<file path="src/rtl/strength_pkg.sv">
// Shared types and default widths for the strength accumulator and the sort controller.
package strength_pkg;

  localparam int unsigned DEF_DATA_W = 8;
  localparam int unsigned DEF_SUM_W  = 22;
  localparam int unsigned DEF_NUM_CH = 3;

  typedef enum logic [1:0] {
    ST_IDLE,
    ST_ACCUM,
    ST_ARGMAX,
    ST_DONE
  } strength_state_t;

endpackage

</file>
<file path="src/rtl/strength_acc_lane.sv">
// One channel accumulator: zero-extending add with carry-out detection.
// STRENGTH_SAT_EN selects clamping at full scale instead of modulo wrap.
module strength_acc_lane
  import strength_pkg::*;
#(
  parameter int unsigned DATA_W = DEF_DATA_W,
  parameter int unsigned SUM_W  = DEF_SUM_W
) (
  input  logic              clk,
  input  logic              reset,
  input  logic              clear,
  input  logic              add_en,
  input  logic [DATA_W-1:0] din,
  output logic [SUM_W-1:0]  sum,
  output logic              carry_c
);

  localparam int unsigned EXT_W = SUM_W + 1;

  logic [SUM_W:0] sum_ext;

  assign sum_ext = {1'b0, sum} + EXT_W'(din);
  assign carry_c = sum_ext[SUM_W];

  always_ff @(posedge clk) begin
    if (reset || clear) begin
      sum <= '0;
    end else if (add_en) begin
`ifdef STRENGTH_SAT_EN
      // once clamped, further adds keep carrying so the lane stays at full scale
      sum <= carry_c ? '1 : sum_ext[SUM_W-1:0];
`else
      sum <= sum_ext[SUM_W-1:0];
`endif
    end
  end

endmodule

</file>
<file path="src/rtl/strength_accumulator.sv">
// Per-channel frame strength accumulator with sequential argmax and done pulse.
// Build option STRENGTH_SAT_EN (in strength_acc_lane) clamps lanes instead of wrapping.
module strength_accumulator
  import strength_pkg::*;
#(
  parameter  int unsigned DATA_W = DEF_DATA_W,
  parameter  int unsigned SUM_W  = DEF_SUM_W,
  parameter  int unsigned NUM_CH = DEF_NUM_CH,
  localparam int unsigned CH_W   = $clog2(NUM_CH)
) (
  input  logic                    clk,
  input  logic                    reset,
  input  logic                    start,
  input  logic                    in_valid,
  output logic                    in_ready,
  input  logic [CH_W-1:0]         in_ch,
  input  logic [DATA_W-1:0]       in_data,
  input  logic                    in_last,
  output logic [NUM_CH*SUM_W-1:0] sums,
  output logic [CH_W-1:0]         max_ch,
  output logic [SUM_W-1:0]        max_sum,
  output logic [31:0]             beat_cnt,
  output logic                    done,
  output logic                    ch_err,
  output logic                    ovf
);

  strength_state_t   state;
  logic [CH_W-1:0]   idx;
  logic [SUM_W-1:0]  lane_sum [NUM_CH];
  logic [NUM_CH-1:0] lane_add;
  logic [NUM_CH-1:0] lane_carry;
  logic              accept_c;
  logic              ch_ok_c;
  logic              clear_c;
  logic              ovf_hit_c;

  assign accept_c  = in_valid && in_ready;
  assign ch_ok_c   = 32'(in_ch) < NUM_CH;
  assign clear_c   = (state == ST_IDLE) && start;
  assign ovf_hit_c = |(lane_carry & lane_add);

  for (genvar i = 0; i < NUM_CH; i++) begin : g_lane
    assign lane_add[i] = accept_c && ch_ok_c && (in_ch == CH_W'(i));

    strength_acc_lane #(
      .DATA_W (DATA_W),
      .SUM_W  (SUM_W)
    ) u_lane (
      .clk     (clk),
      .reset   (reset),
      .clear   (clear_c),
      .add_en  (lane_add[i]),
      .din     (in_data),
      .sum     (lane_sum[i]),
      .carry_c (lane_carry[i])
    );

    assign sums[i*SUM_W +: SUM_W] = lane_sum[i];
  end

  // Frame control, beat counting and the one-channel-per-cycle argmax walk
  always_ff @(posedge clk) begin
    if (reset) begin
      state    <= ST_IDLE;
      in_ready <= 1'b0;
      idx      <= '0;
      max_ch   <= '0;
      max_sum  <= '0;
      beat_cnt <= '0;
      done     <= 1'b0;
      ch_err   <= 1'b0;
      ovf      <= 1'b0;
    end else begin
      done <= 1'b0;
      case (state)
        ST_IDLE: begin
          if (start) begin
            state    <= ST_ACCUM;
            in_ready <= 1'b1;
            beat_cnt <= '0;
            ch_err   <= 1'b0;
            ovf      <= 1'b0;
            max_ch   <= '0;
            max_sum  <= '0;
          end
        end
        ST_ACCUM: begin
          if (accept_c) begin
            beat_cnt <= beat_cnt + 32'd1;
            if (!ch_ok_c)  ch_err <= 1'b1;
            if (ovf_hit_c) ovf    <= 1'b1;
            if (in_last) begin
              state    <= ST_ARGMAX;
              in_ready <= 1'b0;
              idx      <= '0;
            end
          end
        end
        ST_ARGMAX: begin
          // strict compare keeps the lowest index on ties
          if ((idx == '0) || (lane_sum[idx] > max_sum)) begin
            max_sum <= lane_sum[idx];
            max_ch  <= idx;
          end
          if (idx == CH_W'(NUM_CH - 1)) begin
            state <= ST_DONE;
            done  <= 1'b1;
          end else begin
            idx <= idx + CH_W'(1);
          end
        end
        ST_DONE: begin
          state <= ST_IDLE;
        end
        default: begin
          state <= ST_IDLE;
        end
      endcase
    end
  end

endmodule

</file>
<file path="config.mk">
export PLATFORM = sky130hd
export DESIGN_NAME = strength_accumulator
export DESIGN_NICKNAME = d
export VERILOG_FILES = /design/src/rtl/strength_pkg.sv /design/src/rtl/strength_acc_lane.sv /design/src/rtl/strength_accumulator.sv
export SDC_FILE = /design/constraint.sdc
export NUM_CORES = 1
export LEC_CHECK = 0
export ABC_AREA = 1
export CAP_MARGIN = 20
export CELL_PAD_IN_SITES_DETAIL_PLACEMENT = 1
export CELL_PAD_IN_SITES_GLOBAL_PLACEMENT = 1
export CORE_MARGIN = 4
export CORE_UTILIZATION = 41
export CTS_BUF_LIST = sky130_fd_sc_hd__clkbuf_4 sky130_fd_sc_hd__clkbuf_8 sky130_fd_sc_hd__clkbuf_16
export CTS_CLUSTER_SIZE = 20
export DETAILED_ROUTE_END_ITERATION = 8
export GPL_ROUTABILITY_DRIVEN = 1
export PLACE_DENSITY = 0.89
export SYNTH_ARGS = -nofsm -noshare
export SYNTH_HDL_FRONTEND = slang
export SYNTH_SLANG_ARGS = --single-unit
</file>
<file path="constraint.sdc">
create_clock -name clk -period 4.39 [get_ports clk]
set_input_delay 0.878 -clock clk [delete_from_list [all_inputs] [get_ports clk]]
set_output_delay 0.878 -clock clk [all_outputs]
set_load 0.03 [all_outputs]
</file>
### Word level (Yosys, flattened, before mapping)

Index checks and enable logic that the tools add are counted.

* output and inout port bits: 126
* input bits: 15
* register bits after elaboration: 130
* word-level logic and storage cells: 93

* equality and inequality tests: 14
* muxes and demuxes: 33
* reductions and logical operators: 23
* bitwise gates (word level): 3
* add/sub/neg operators: 5
* magnitude comparators: 3

Operators by type and width (count)
* 22-bit two-way mux: 4
* 22-bit by 8-bit adder with 23-bit output: 3
* 32-bit two-way mux: 2
* 32-bit case mux with 2 select lines: 1
* 22-bit binary-select mux with 2-bit select: 1
* 22-bit case mux with 2 select lines: 1
* 32-bit by 1-bit adder with 32-bit output (second input constant): 1
* 22-bit > comparator: 1
* 4-bit AND reduction: 5
* 2-bit two-way mux: 9
* 2-bit inequality test (second input constant): 8
* 1-bit two-way mux: 9
* 2-bit equality test (second input constant): 4
* 2-bit case mux with 2 select lines: 2
* 2-bit case mux with 4 select lines: 1
* 1-bit logical AND: 6
* 2-bit logical NOT: 3
* 1-bit case mux with 2 select lines: 3
* 3-bit AND reduction: 2
* 2-bit nonzero test: 3
* 2-bit by 1-bit equality test with 1-bit output (second input constant): 2
* 3-bit bitwise AND: 1
* 3-bit >= comparator (second input constant): 1
* 2-bit inverter with 3-bit output: 1
* 6 further kinds: 7

### Longest topological paths before layout

* depth after elaboration: 8
* depth in mapped cells: 23
* gate-level depth less buffers: 19

### Modules after synthesis

From an unflattened synthesis, not the netlist that was laid out.

* cells, all modules: 1452
* area total of the unflattened synthesis: 8934.8 sq um

By module, submodules not included
* strength_accumulator: sequential area each 1281.2 sq um, times used 1, cells each 699, area an instance 4326.6 sq um
* strength_acc_lane (g_lane[0].u_lane ...): sequential area each 440.4 sq um, times used 2, cells each 251, area an instance 1536.5 sq um
* strength_acc_lane (g_lane[1].u_lane): sequential area each 440.4 sq um, times used 1, cells each 251, area an instance 1535.2 sq um

### Least setup slack after synthesis

No wires, ideal clock.

* kind: input to register
* start: input in_data[0]
* end: register g_lane[2].u_lane.sum[20]
* arrival: 2.482 ns
* data required time: 4.276 ns
* library setup time: 0.114 ns
* path buffers: 0
* slack: 1.794 ns
* stages: 14
* cell sequence: ha_1 > inv_1 > fa_1 > nand3b_1 > nand2_1 > nand2_1 > nand3_2 > nand2_1 > nor2_1 > nand2_1 > nor2_1 > nand2_1 > nand2_1 > nor2_1

* word-level cells in the longest chain between the ends: 1

Ends and longest elaborated chain
* start: declaration: RTL line strength_accumulator.sv:17 `input logic [DATA_W-1:0] in_data,`
* 22-bit by 8-bit adder with 23-bit output: RTL line strength_acc_lane.sv:22 `assign sum_ext = {1'b0, sum} + EXT_W'(din);`
* end signal: assignment: RTL line strength_acc_lane.sv:33 `sum <= sum_ext[SUM_W-1:0];`
* end: declaration: RTL line strength_acc_lane.sv:14 `output logic [SUM_W-1:0] sum,`

Every way passes these cells.
A chain may end at the register's enable or synchronous reset.

### Final worst setup path

* start: register idx[1]
* end: register max_sum[13]

* word-level cells in the longest chain between the ends: 8
* elaborated cells between the ends (all ways): 11
* classes of those cells: 1 x order compare; 1 x eq/ne; 5 x mux; 1 x bitwise; 3 x reduce/logical

Ends and longest elaborated chain
* start: declaration: RTL line strength_accumulator.sv:29 `logic [CH_W-1:0] idx;`
* start signal: assignment: RTL line strength_accumulator.sv:110 `idx <= idx + CH_W'(1);`
* 2-bit inverter with 3-bit output (not written as such): RTL line strength_accumulator.sv:102, strength_accumulator.sv:103
* 22-bit binary-select mux with 2-bit select: RTL line strength_accumulator.sv:102, strength_accumulator.sv:103
* 22-bit two-way mux (not written as such) (2 in a row): RTL line strength_accumulator.sv:102, strength_accumulator.sv:103
* 22-bit > comparator: RTL line strength_accumulator.sv:102 `if ((idx == '0) || (lane_sum[idx] > max_sum)) begin`
* 1-bit logical OR: RTL line strength_accumulator.sv:102
* 2-bit inequality test (no line)
* 3-bit AND reduction (no line)
* end signal: assignment: RTL line strength_accumulator.sv:103 `max_sum <= lane_sum[idx];`
* end: declaration: RTL line strength_accumulator.sv:21 `output logic [SUM_W-1:0] max_sum,`

Several ways; a longest one is shown, not always the timed one. The select of a mux whose other input is x is not followed.

==> metrics.txt <==
# TYPE chip_impl_metric gauge
chip_impl_info{name="result_of_the_run",value="completed"} 1
chip_impl_metric{name="area_delta_synth_final",unit="%"} 26.3
chip_impl_metric{name="reg2reg_setup_slack",unit="ns"} 0.51
chip_impl_metric{name="cts_num_sinks",unit=""} 130
chip_impl_info{name="tritoncts",value="yes"} 1
chip_impl_metric{name="dieArea",unit="um2"} 22800
chip_impl_metric{name="ctsHoldBuffers",unit=""} 0
chip_impl_metric{name="clkTransAtPathRegs",unit="ns"} 0.06
chip_impl_metric{name="r2r_cells",unit=""} 18
chip_impl_metric{name="worst_slew_pin_slew",unit="ns"} 0.825
chip_impl_metric{name="synthDominantCellAreaShare",unit="%"} 31.0
chip_impl_info{name="critical_path.cell_chain",value="buf_4, inv_1, nor2_4, inv_1, o21ai_0, ha_1, nand2_1, a21oi_1, nor2_1, nand2_1, nand2_1, nand3_1, nand2_1, nand2_2, nand2_2, nand2_1, nand2_1, nor2_1"} 1
chip_impl_metric{name="first_iter_violations",unit=""} 674
chip_impl_metric{name="min_period",unit="ns"} 3.88
chip_impl_metric{name="design.core.area",unit="um2"} 20200
chip_impl_metric{name="drt-wirelength-per-cell",unit="um"} 18.5
chip_impl_metric{name="remaining_drc_errors",unit=""} 0
chip_impl_metric{name="synth_edf_count",unit=""} 0
chip_impl_metric{name="nFillCells",unit=""} 2711
chip_impl_metric{name="antenna_found_initial",unit=""} 0
chip_impl_metric{name="period_share",unit="%"} 88.5
chip_impl_metric{name="ctsLongestPathBuffers",unit=""} 2
chip_impl_metric{name="peakVddDrop",unit="V"} 0.000309
chip_impl_metric{name="total_power",unit="mW"} 4.73
chip_impl_metric{name="fraction_of_final_layout_cells_with_drive_strength_greater_than_1",unit="%"} 5.83
chip_impl_metric{name="synth.ff_latch_count",unit=""} 130
chip_impl_metric{name="worstPathArrival",unit="ns"} 4.20
chip_impl_metric{name="clock_latency",unit="ns"} 0.44
chip_impl_metric{name="globalRoute.totalOverflow",unit=""} 0
chip_impl_metric{name="slew-limit-headroom",unit="%"} 45.0
chip_impl_metric{name="routed_via_density",unit=""} 5.45
chip_impl_metric{name="numPortBuffers",unit=""} 140
chip_impl_metric{name="synth-seq-area-share",unit="%"} 31.0
chip_impl_metric{name="grt_pass1_vias",unit=""} 9483
chip_impl_info{name="cts.root.buffer_cell",value="clkbuf_16"} 1
chip_impl_metric{name="routability_driven_placement_congestion_ratio",unit=""} 0.919
chip_impl_metric{name="start_util",unit="%"} 41.6
chip_impl_metric{name="timing.critical_path.fanout_max",unit=""} 29
chip_impl_metric{name="top_level_ports",unit=""} 141
chip_impl_metric{name="tns",unit="ns"} 0
chip_impl_metric{name="setup_viol_count_final",unit=""} 0
chip_impl_info{name="crit_slowest_cell",value="o21ai_0"} 1
chip_impl_metric{name="cts-buffers-inserted",unit=""} 17
chip_impl_metric{name="synth.avg_cell_area",unit="um2"} 6.55
chip_impl_metric{name="grt_first_pass_wirelength",unit="mm"} 50.1
chip_impl_metric{name="detailedPlacementHpwl",unit="mm"} 23.7
chip_impl_metric{name="row_count",unit=""} 52
chip_impl_info{name="synth_area_leader_cell",value="dfxtp_1"} 1
chip_impl_info{name="post_synth_main_area_contributors",value="dfxtp_1 31%, nand2_1 13%, ha_1 7.8%"} 1
chip_impl_metric{name="layout.nets",unit=""} 1480
chip_impl_info{name="worstHoldEndpoint",value="ch_err"} 1
chip_impl_metric{name="synth.lib_cells_used.distinct",unit=""} 47
chip_impl_info{name="grt_setup_unrepaired",value="false"} 1
chip_impl_metric{name="cts_htree_levels",unit=""} 4
chip_impl_metric{name="fmaxAchievable",unit="MHz"} 257
chip_impl_metric{name="worst-endpoint-required",unit="ns"} 4.70
chip_impl_info{name="type_of_the_setup_path_with_the_least_slack",value="register to register"} 1
chip_impl_info{name="r2r-start",value="idx[1]"} 1
chip_impl_metric{name="cts_post_setup_buffers_inserted",unit=""} 0
chip_impl_metric{name="power.density",unit="nW/um2"} 447
chip_impl_metric{name="synthCells",unit=""} 1280
chip_impl_info{name="worst_setup_path_end_kind",value="register"} 1
chip_impl_metric{name="yosys_warning_total",unit=""} 0
chip_impl_metric{name="dieHeight",unit="um"} 151
chip_impl_metric{name="grt_start_max_net_pins",unit=""} 47
chip_impl_metric{name="grtUsageTotal",unit="%"} 27.9
chip_impl_info{name="r2r-end",value="max_sum[13]"} 1
chip_impl_metric{name="antenna_diode_count",unit=""} 0
chip_impl_metric{name="first_pass_iters",unit=""} 5
chip_impl_metric{name="synth_async_sr_flop_share",unit="%"} 0
chip_impl_metric{name="synth.net_count",unit=""} 1350
chip_impl_metric{name="critPathMaxStageDelay",unit="ns"} 0.52
chip_impl_info{name="cp_common_cell",value="nand2_1"} 1
chip_impl_info{name="synth_ff_type",value="dfxtp_1"} 1
chip_impl_metric{name="finalClockSkew",unit="ns"} 0.0111
chip_impl_metric{name="total_wire_length_after_detailed_routing",unit="mm"} 31.4
chip_impl_metric{name="fp.dieW",unit="um"} 151
chip_impl_info{name="hp-start",value="ch_err"} 1
chip_impl_info{name="hold_path.class",value="register to register"} 1
chip_impl_metric{name="cellLeakagePower",unit="nW"} 4.38
chip_impl_metric{name="gates_resized_cts_repair",unit=""} 0
chip_impl_metric{name="syn-cell-area",unit="um2"} 8390
chip_impl_metric{name="timing_hold_violations_final",unit=""} 0
chip_impl_metric{name="final_antenna_net_count",unit=""} 0
chip_impl_metric{name="maxSlewViolCount",unit=""} 0
chip_impl_metric{name="route.vias.total",unit=""} 9226
chip_impl_metric{name="worst_hold_path.num_cells",unit=""} 1
chip_impl_info{name="crit_path_start_kind",value="register"} 1
chip_impl_metric{name="max-cap-violations",unit=""} 0
==> layout by cell type (no fill, tap or decap), types with 4 or more instances in the layout <==
cell type        count
nand2_1            280
inv_1              172
nor2_1             148
clkdlybuf4s50_1    140
dfxtp_1            130
a21oi_1            123
o21ai_0            103
nand3_1             68
ha_1                52
nor3_1              30
nand4_1             21
clkbuf_16           17
xor2_1              14
nand2_2              9
xnor2_1              8
nor2_2               7
nor4_1               7
buf_4                7
inv_2                6
nor2_4               5
a21o_1               5
a31oi_1              5
nand3b_1             4
o21a_1               4
clkinvlp_4           4
clkinv_2             4
==> worst max path at each step <==
stage | startpoint | to | slack, ns
after detailed placement | idx[0] | max_sum[4] | 0.36
final | idx[1] | max_sum[13] | 0.51
after CTS | idx[0] | max_sum[8] | 0.31
after global routing | idx[1] | max_sum[18] | 0.1
after global placement | idx[0] | max_ch[0] | 0.62
after floorplan | in_data[0] | g_lane[2].u_lane.sum[20] | 1.79
==> critical path, delay by kind of cell (launching register included) <==
family / cells / cell delay [ns]
fa+ha+maj: 1 / 0.35
buf+inv: 3 / 0.73
compound gates: 2 / 0.57
flops: 1 / 0.31
simple gates: 12 / 1.77
==> Yosys cell counts, drive strengths merged (2+ instances only) <==
cell type,instances
fa,3
o21bai,4
a21oi,124
dfxtp,130
a31oi,5
inv,179
clkbuf,12
xnor2,8
o211ai,3
o22ai,3
and3,2
buf,25
nand2,290
nor4,7
a21o,5
o21a,4
nor3,36
nand3b,4
o21ai,107
nand4,22
ha,52
a211oi,3
nor2,160
nor3b,2
or2,2
xor2,14
nand3,70
==> metal layers <==
metal	routed length [um]	GRT usage [%]	part of all wire [%]	vias up
met3	1530	4.49	4.9	64
met1	13700	36.0	44	4430
met2	15100	46.4	48	292
met4	1020	11.5	3.2	0
li1	-	-	-	4440
met5	0	0	0	-
==> report_power, final <==
part	switching, mW	leakage [nW]	total, mW	internal (mW)
Clock	0.593	0.279	1.45	0.855
Sequential	0.0778	1.05	1.35	1.28
Combinational	1.30	3.05	1.93	0.632
==> registers in the layout (all words and copies together) (netlist names) <==
name / flops
beat_cnt: 32
in_ready: 1
max_ch: 2
ovf: 1
max_sum: 22
idx: 2
g_lane.u_lane.sum: 66
done: 1
state: 2
ch_err: 1
==> through the flow <==
step	instance area (um2)	util, %	cells	hold slack [ns]	worst slack [ns]
floorplan	8390	-	1280	0.529	1.79
global placement	9980	49.5	1660	0.459	0.617
detailed placement	9980	49.5	1660	0.476	0.357
CTS	10600	52.4	1692	0.491	0.314
global route	10600	52.5	1693	0.501	0.0973
finish	10600	52.5	1693	0.490	0.506
==> kinds of logic after synthesis <==
logic type	synth area share [%]
and+or+nand+nor	31.2
DFF	31.0
AOI/OAI and AO/OA	16.5
buffers and inverters	10.5
xor gates and xnor gates	2.30
adders and majority gates	8.47
==> final cells by class <==
type	instances	area, um2	area share, %
clock buffers	19	447	4.22
clock inverters	13	136	1.29
flip-flops and latches	130	2600	24.6
multi-input cells	933	4910	46.4
well taps	270	338	3.19
repair buffers	148	1480	14.0
inverters	180	678	6.40
Note: power is estimated with default switching activity, not from simulation.
